==> src/rtl/snake_move_sched.sv <==
// snake_move_sched
//   Sits between the four raw direction buttons and the snake engine.
//   Buttons are synchronised and debounced. Press pulses are arbitrated
//   (up > right > down > left) into a 2-entry turn queue that rejects
//   repeats and reversals. One move command per game tick is issued to the
//   engine over a valid/ready handshake. Lifecycle: IDLE -> RUN <-> WAIT -> OVER.
//
//   Optional feature (macro SNAKE_SPEEDUP_EN): each grow pulse in RUN/WAIT
//   shortens the move period by SPEED_STEP, down to MIN_TICK_CYC. The new
//   period takes effect from the next timer wrap.
//
// Ports
//   clk, rst            clock, synchronous active-high reset
//   btn_up/right/down/left  raw asynchronous active-high buttons
//   game_over           engine collision level
//   grow                engine food-eaten pulse
//   step_valid/ready    move command handshake
//   step_dir            00 up, 01 right, 10 down, 11 left
//   running             high in RUN or WAIT
module snake_move_sched #(
    parameter int unsigned DEBOUNCE_CYC = 120000,
    parameter int unsigned TICK_CYC     = 1200000,
    parameter int unsigned MIN_TICK_CYC = 300000,
    parameter int unsigned SPEED_STEP   = 60000
) (
    input  logic       clk,
    input  logic       rst,
    input  logic       btn_up,
    input  logic       btn_right,
    input  logic       btn_down,
    input  logic       btn_left,
    input  logic       game_over,
    input  logic       grow,
    output logic       step_valid,
    input  logic       step_ready,
    output logic [1:0] step_dir,
    output logic       running
);

    typedef enum logic [1:0] {
        S_IDLE = 2'd0,
        S_RUN  = 2'd1,
        S_WAIT = 2'd2,
        S_OVER = 2'd3
    } state_t;

    localparam logic [1:0] DIR_RIGHT = 2'b01;

    state_t      state;
    logic [3:0]  sync_a;
    logic [3:0]  sync_b;
    logic [3:0]  db_state;
    logic [3:0]  press;
    logic [31:0] db_cnt [4];

    logic [1:0]  q [2];
    logic [1:0]  q_cnt;
    logic [1:0]  cur_dir;
    logic [31:0] timer;
    logic [31:0] period;

    logic        win_valid;
    logic [1:0]  win_dir;
    logic [1:0]  ref_dir;
    logic        accept;
    logic        active;
    logic        tick;
    logic        pop;
    logic        push;

    // Bit order of the button vectors: [0] up, [1] right, [2] down, [3] left,
    // so a bit index equals its direction code.
    always_ff @(posedge clk) begin
        if (rst) begin
            sync_a   <= '0;
            sync_b   <= '0;
            db_state <= '0;
            press    <= '0;
            for (int unsigned i = 0; i < 4; i++) begin
                db_cnt[i] <= '0;
            end
        end else begin
            sync_a <= {btn_left, btn_down, btn_right, btn_up};
            sync_b <= sync_a;
            press  <= '0;
            for (int unsigned i = 0; i < 4; i++) begin
                if (sync_b[i] != db_state[i]) begin
                    if (db_cnt[i] == DEBOUNCE_CYC - 32'd1) begin
                        db_state[i] <= ~db_state[i];
                        db_cnt[i]   <= '0;
                        press[i]    <= ~db_state[i];
                    end else begin
                        db_cnt[i] <= db_cnt[i] + 32'd1;
                    end
                end else begin
                    db_cnt[i] <= '0;
                end
            end
        end
    end

    always_comb begin
        win_valid = |press;
        win_dir   = 2'd0;
        if (press[0])      win_dir = 2'd0;
        else if (press[1]) win_dir = 2'd1;
        else if (press[2]) win_dir = 2'd2;
        else if (press[3]) win_dir = 2'd3;

        ref_dir = cur_dir;
        if (q_cnt == 2'd1)      ref_dir = q[0];
        else if (q_cnt == 2'd2) ref_dir = q[1];

        accept = win_valid && (win_dir != ref_dir) &&
                 ((win_dir ^ ref_dir) != 2'b10) && (q_cnt != 2'd2);
        active = (state == S_RUN) || (state == S_WAIT);
        tick   = active && (timer == period - 32'd1);
        pop    = (state == S_RUN) && tick && (q_cnt != 2'd0) && !game_over;
        push   = active && accept && !game_over;
    end

    always_ff @(posedge clk) begin
        if (rst) begin
            state      <= S_IDLE;
            q_cnt      <= '0;
            q[0]       <= '0;
            q[1]       <= '0;
            cur_dir    <= DIR_RIGHT;
            timer      <= '0;
            step_valid <= 1'b0;
            step_dir   <= DIR_RIGHT;
            running    <= 1'b0;
        end else begin
            timer <= (active && !tick) ? timer + 32'd1 : '0;
            unique case (state)
                S_IDLE: begin
                    if (accept) begin
                        q[0]    <= win_dir;
                        q_cnt   <= 2'd1;
                        state   <= S_RUN;
                        running <= 1'b1;
                    end
                end
                S_RUN, S_WAIT: begin
                    if (game_over) begin
                        state      <= S_OVER;
                        step_valid <= 1'b0;
                        running    <= 1'b0;
                    end else begin
                        if (pop) cur_dir <= q[0];
                        // Pop together with push only happens with one entry
                        // (a full queue rejects the push), so the pushed
                        // direction simply replaces the head.
                        if (pop && push) begin
                            q[0] <= win_dir;
                        end else if (pop) begin
                            q[0]  <= q[1];
                            q_cnt <= q_cnt - 2'd1;
                        end else if (push) begin
                            q[q_cnt[0]] <= win_dir;
                            q_cnt       <= q_cnt + 2'd1;
                        end
                        if (state == S_RUN) begin
                            if (tick) begin
                                state      <= S_WAIT;
                                step_valid <= 1'b1;
                                step_dir   <= pop ? q[0] : cur_dir;
                            end
                        end else if (step_valid && step_ready) begin
                            step_valid <= 1'b0;
                            state      <= S_RUN;
                        end
                    end
                end
                S_OVER: begin
                    step_valid <= 1'b0;
                    if (win_valid) begin
                        state    <= S_IDLE;
                        q_cnt    <= '0;
                        cur_dir  <= DIR_RIGHT;
                        step_dir <= DIR_RIGHT;
                    end
                end
                default: state <= S_IDLE;
            endcase
        end
    end

`ifdef SNAKE_SPEEDUP_EN
    // period_next collects grow events; period only reloads at a wrap so the
    // interval in progress keeps its length.
    logic [31:0] period_next;

    always_ff @(posedge clk) begin
        if (rst) begin
            period      <= TICK_CYC;
            period_next <= TICK_CYC;
        end else if (state == S_OVER && win_valid) begin
            period      <= TICK_CYC;
            period_next <= TICK_CYC;
        end else begin
            if (tick) period <= period_next;
            if (grow && active) begin
                period_next <= (period_next >= MIN_TICK_CYC + SPEED_STEP) ?
                               period_next - SPEED_STEP : MIN_TICK_CYC;
            end
        end
    end
`else
    assign period = TICK_CYC;

    logic unused_cfg;
    assign unused_cfg = ^{grow, MIN_TICK_CYC, SPEED_STEP};
`endif

endmodule
==> config.mk <==
export PLATFORM = sky130hd
export DESIGN_NAME = snake_move_sched
export DESIGN_NICKNAME = d
export VERILOG_FILES = /design/src/rtl/snake_move_sched.sv
export SDC_FILE = /design/constraint.sdc
export NUM_CORES = 1
export LEC_CHECK = 0
export CAP_MARGIN = 20
export CORE_ASPECT_RATIO = 1.25
export CORE_UTILIZATION = 34
export CTS_CLUSTER_SIZE = 30
export DETAILED_ROUTE_END_ITERATION = 8
export PLACE_DENSITY = 0.6
export SKIP_CTS_REPAIR_TIMING = 1
export SKIP_LAST_GASP = 1
export SYNTH_ARGS = -nofsm -noshare
export SYNTH_HDL_FRONTEND = slang
export SYNTH_SLANG_ARGS = --single-unit
==> constraint.sdc <==
create_clock -name clk -period 7.2 [get_ports clk]
set_clock_uncertainty 0.1 [all_clocks]
set_input_delay 1.44 -clock clk [delete_from_list [all_inputs] [get_ports clk]]
set_output_delay 1.44 -clock clk [all_outputs]
set_load 0.05 [all_outputs]
======== After elaboration in Yosys (flattened, before gate mapping) ========
Memory sizes are Yosys's and may differ from the RTL's.
Cells that the tools add are included.
storage, ports and cells
  register bits after elaboration ......... 58
  memory bits (writable) .................. 132
  bits of input ports ..................... 9
  output and inout bits ................... 4
  memories kept ........................... 2
memories
  memory  words  width  rd ports  clocked after memory_dff  write ports  RTL line  text
  db_cnt  4      32     4         0                         4            54        logic [31:0] db_cnt [4];
  q       2      2      2         0                         2            56        logic [1:0] q [2];
cells by class
  add/subtract/negate cells ............... 7
  eq/ne operators ......................... 27
  mux-type cells .......................... 120
  bitwise operators ....................... 29
  reductions and logical operators ........ 37
operator list
  operator                                               number
  two-way mux 32 bit                                     12
  adder 32 x 1 -> 32 bit, second input constant          5
  equality test 32 x 17 -> 1 bit, second input constant  4
  two-way mux 1 bit                                      76
  two-way mux 2 bit                                      26
  equality test 32 x 21 -> 1 bit, second input constant  1
  != test 2 bit, second input constant                   9
  OR 1 bit                                               15
  NOT 1 bit                                              13
  logical AND 1 bit                                      12
  one-hot mux 2 bit (3 select lines)                     2
  OR reduction 3 bit                                     4
  AND reduction 5 bit                                    2
  AND reduction 3 bit                                    3
  != test 4 bit, second input constant                   2
  one-hot mux 2 bit (2 select lines)                     2
  AND reduction 2 bit                                    4
  equality test 2 bit, second input constant             3
  nonzero test 2 bit                                     3
  OR reduction 2 bit                                     3
  equality test 2 x 1 -> 1 bit, second input constant    2
  != test 1 bit                                          4
  one-hot mux 1 bit (2 select lines)                     2
  AND reduction 4 bit                                    1
  9 further kinds                                        10

======== Longest topological paths before layout ========
  depth in word-level cells ............... 19
  gate-level depth with buffers ........... 9
  mapped depth without buffers ............ 8

======== Worst setup path before layout ========
Ideal clock, no wire load.
  path type ............................... input port to flip-flop
  start ................................... input game_over
  end ..................................... memory q[0][0], data pin
  library setup time ...................... 254 ps
  data arrival time ....................... 3069 ps
  path slack .............................. 3776 ps
  cell stages on the path ................. 7
  buffers on the path ..................... 1
  path through ............................ nand2b_1 or3b_2 nor4_4 buf_6 nor4b_4 mux2i_1 nor2_1
RTL lines
  what                RTL line  text
  start: declaration  32        input logic game_over,
  end: declaration    56

==> impl_metrics.csv <==
group,metric,value,unit
hold_path,hold_class,"flop to flop",
die,start_util,34.6,%
sta,slew_headroom,31.8,%
grt,grt.overflow.total,0,
yosys,ys_types,54,
layout,post-route-util,40.4,%
placed_design,portBuffers,11,
layout,areaGrowthSynthToFinish,16.6,%
yosys,synth.cell_area,0.00983,sq mm
grt,grt_max_degree,38,
layout,num_antenna_cells,0,
grt,grt_use_total,12.1,%
run_status,outcome,"finished, final reports clean",
power_and_ir_drop,power_frac_clock,40.4,%
sta,worst_slew_pin_slew,1.02,ns
flow_run,cap_violations,0,
power_and_ir_drop,p_per_area,221,mW/mm^2
clock_network,clock_latency,0.43,ns
drt,wl_met2,8.37,mm
drt,postRouteAntennaNets,0,
clock_network,path_clk_slew,0.07,ns
sta,min_period_over_period,54.7,%
yosys,synth-seq-area-share,52.1,%
yosys,ys_ff_latch,190,
die,die_w,154,um
grt,first_global_vias,6586,
layout,finalNonFillerCells,1481,
yosys,synthFlopType,"edfxtp_1",
sta,setup_viol,0,
drt,drc,0,
sta,tns,0,ns
sta,hold_viol,0,
grt,grt_pass1_wl,29.5,mm
drt,drtPass1Iterations,4,
layout,num-nets-final,1135,
layout,drive_gt1_share,4.26,%
yosys,syn_inst,981,
drt,via_count,6958,
yosys,synthArstFlopShare,0,%
worst_setup_path,cp.arrival,4.02,ns
clock_network,cts_root_buffer,"clkbuf_16",
power_and_ir_drop,internal_power,1.91,mW
clock_network,cts_tree,"done",
power_and_ir_drop,p_sw_share,24.5,%
yosys,synth_warnings,0,
placed_design,place.gp.congestion,0.734,
worst_setup_path,startpoint_type,"primary input",
worst_setup_path,crit_required,7.28,ns
drt,top_layer,"met4",
clock_network,clock_sinks,190,
drt,routed-wl-met3,281,um
die,ios,13,
drt,vias_per_cell,4.70,
yosys,synth-edff-count,132,
power_and_ir_drop,power_frac_comb,9.9,%
die,die-area,0.0296,sq mm
drt,drt-wirelength-per-cell,11.6,um
die,core-area,0.0284,sq mm
placed_design,dp_slack,2.82,ns
placed_design,dp_hpwl,11.8,mm
die,row_count,69,
sta,final_max_slew_viol_count,0,
sta,rsz0062_at_grt,"false",
placed_design,dp_cells,1446,
power_and_ir_drop,ir_drop,0.194,mV
drt,drt-met1-wl,8.26,mm
power_and_ir_drop,p_leak,3.91,nW
grt,antenna_found_initial,0,
clock_network,cts.path.max_buffers,2,
sta,period_needed,3.94,ns
power_and_ir_drop,power.share.sequential,49.7,%
worst_setup_path,end_kind,"flop",
sta,setup_ws,3.26,ns
clock_network,htree_levels,4,
clock_network,numCtsBuffers,17,
yosys,synth_area_per_cell,10.0,sq um
worst_setup_path,cp_max_fo,12,
power_and_ir_drop,p_switching,0.619,mW
drt,drtIter0Drc,365,
worst_setup_path,worstSetupPathType,"primary input to flop",
die,die_h,192,um
drt,routed_wl,17.1,mm
sta,fmax,254,MHz
-- flip-flops by register name, indices dropped and copies added (netlist names), 4 cells and up --
signal / count
db_cnt: 128
timer: 32
db_state: 4
press: 4
q: 4
sync_a: 4
sync_b: 4
-- metal layers --
| layer | track usage (%) | vias up |
|---|---|---|
| li1 | - | 3597 |
| met1 | 14.9 | 3299 |
| met2 | 21.2 | 46 |
| met3 | 2.10 | 16 |
| met4 | 4.31 | 0 |
| met5 | 0 | - |
-- placed cells by master, fill, tap and decap left out, types with 8 or more instances in the layout --
| cell | count |
|---|---|
| nor2_1 | 192 |
| nor3b_1 | 8 |
| edfxtp_1 | 132 |
| nor3_1 | 25 |
| and4_1 | 8 |
| inv_1 | 28 |
| ha_1 | 13 |
| dfxtp_1 | 58 |
| clkdlybuf4s50_1 | 11 |
| xor2_1 | 72 |
| conb_1 | 128 |
| a21oi_1 | 18 |
| nand3_1 | 54 |
| nor4b_1 | 9 |
| mux2i_1 | 9 |
| clkbuf_16 | 19 |
| nor4_1 | 21 |
| xnor2_1 | 72 |
| nand4_1 | 32 |
| nor2b_1 | 13 |
| or3_1 | 20 |
| and3_1 | 34 |
| nand2_1 | 61 |
| nand2b_1 | 8 |
| o21ai_0 | 18 |
-- cell usage after synthesis, types with 9 or more instances --
| master | count | area share [%] |
|---|---|---|
| a21oi_1 | 18 | 0.92 |
| nor4_1 | 21 | 1.3 |
| nor3_1 | 25 | 1.3 |
| or3_1 | 20 | 1.3 |
| inv_1 | 28 | 1.1 |
| dfxtp_1 | 58 | 12 |
| ha_1 | 13 | 1.7 |
| nand2_1 | 61 | 2.3 |
| o21ai_0 | 18 | 0.92 |
| mux2i_1 | 9 | 0.92 |
| nor4b_1 | 9 | 0.80 |
| xnor2_1 | 72 | 6.4 |
| nand4_1 | 32 | 2.0 |
| xor2_1 | 72 | 6.4 |
| clkbuf_1 | 23 | 0.88 |
| nor2_1 | 192 | 7.3 |
| nor2b_1 | 13 | 0.83 |
| nand3_1 | 54 | 2.7 |
| and3_1 | 34 | 2.2 |
| edfxtp_1 | 132 | 40 |
-- power groups by stage --
stage               Sequential, mW  Clock, mW  Combinational, mW
detailed placement            1.28          0              0.246
finish                        1.26       1.02              0.251
global placement              1.28          0              0.244
global route                  1.26       1.09              0.280
floorplan                     1.28          0              0.192
CTS                           1.26       1.05              0.248
-- cell type report --
cell class | instances | area [sq um]
multi-input combinational | 861 | 4940
clock inverter | 10 | 146
sequential | 190 | 5120
tap | 355 | 444
clock buffer | 22 | 497
fill | 2767 | 16900
timing repair buffer | 15 | 200
inverter | 28 | 105
-- worst paths after layout --
kind | from | end | slack (ns) | depth (start not counted)
max reg2reg | state[0]$_SDFFE_PP0P_ | q[0][0]$_SDFFCE_PN0P_ | 3.86 | 8
min | sync_a[2]$_SDFF_PP0_ | sync_b[2]$_SDFF_PP0_ | 0.34 | 1
min reg2reg | sync_a[2]$_SDFF_PP0_ | sync_b[2]$_SDFF_PP0_ | 0.34 | 1
max | game_over | q[0][0]$_SDFFCE_PN0P_ | 3.26 | 7
-- critical path, stage by stage --
cell             delay, ns
clkdlybuf4s50_1       0.50
nand2b_1              0.30
or3b_2                0.51
nor4_4                0.60
nor4b_4               0.38
mux2i_1               0.22
nor2_1                0.06
-- stage by stage --
step | hold slack [ns] | instance area (sq um) | power (mW)
3_3_place_gp | 0.318 | 10700 | 1.52
5_1_grt | 0.374 | 11500 | 2.63
3_5_place_dp | 0.333 | 10700 | 1.53
2_1_floorplan | 0.314 | 10300 | 1.47
4_1_cts | 0.349 | 11400 | 2.55
6_report | 0.343 | 11500 | 2.53
-- logic make-up (layout without fill, tap and decap cells) --
| group | Yosys count | after routing | synth area share, % |
|---|---|---|---|
| xor gates and xnor gates | 144 | 144 | 12.8 |
| muxes | 11 | 11 | 1.15 |
| adders and majority gates | 13 | 13 | 1.65 |
| other | 1 | 128 | 0.0382 |
| and+or+nand+nor | 510 | 510 | 26.3 |
| AOI/OAI and AO/OA | 55 | 55 | 3.51 |
| buffers and inverters | 57 | 75 | 2.41 |
| DFF | 190 | 190 | 52.1 |
(Power assumes the default switching activity.)
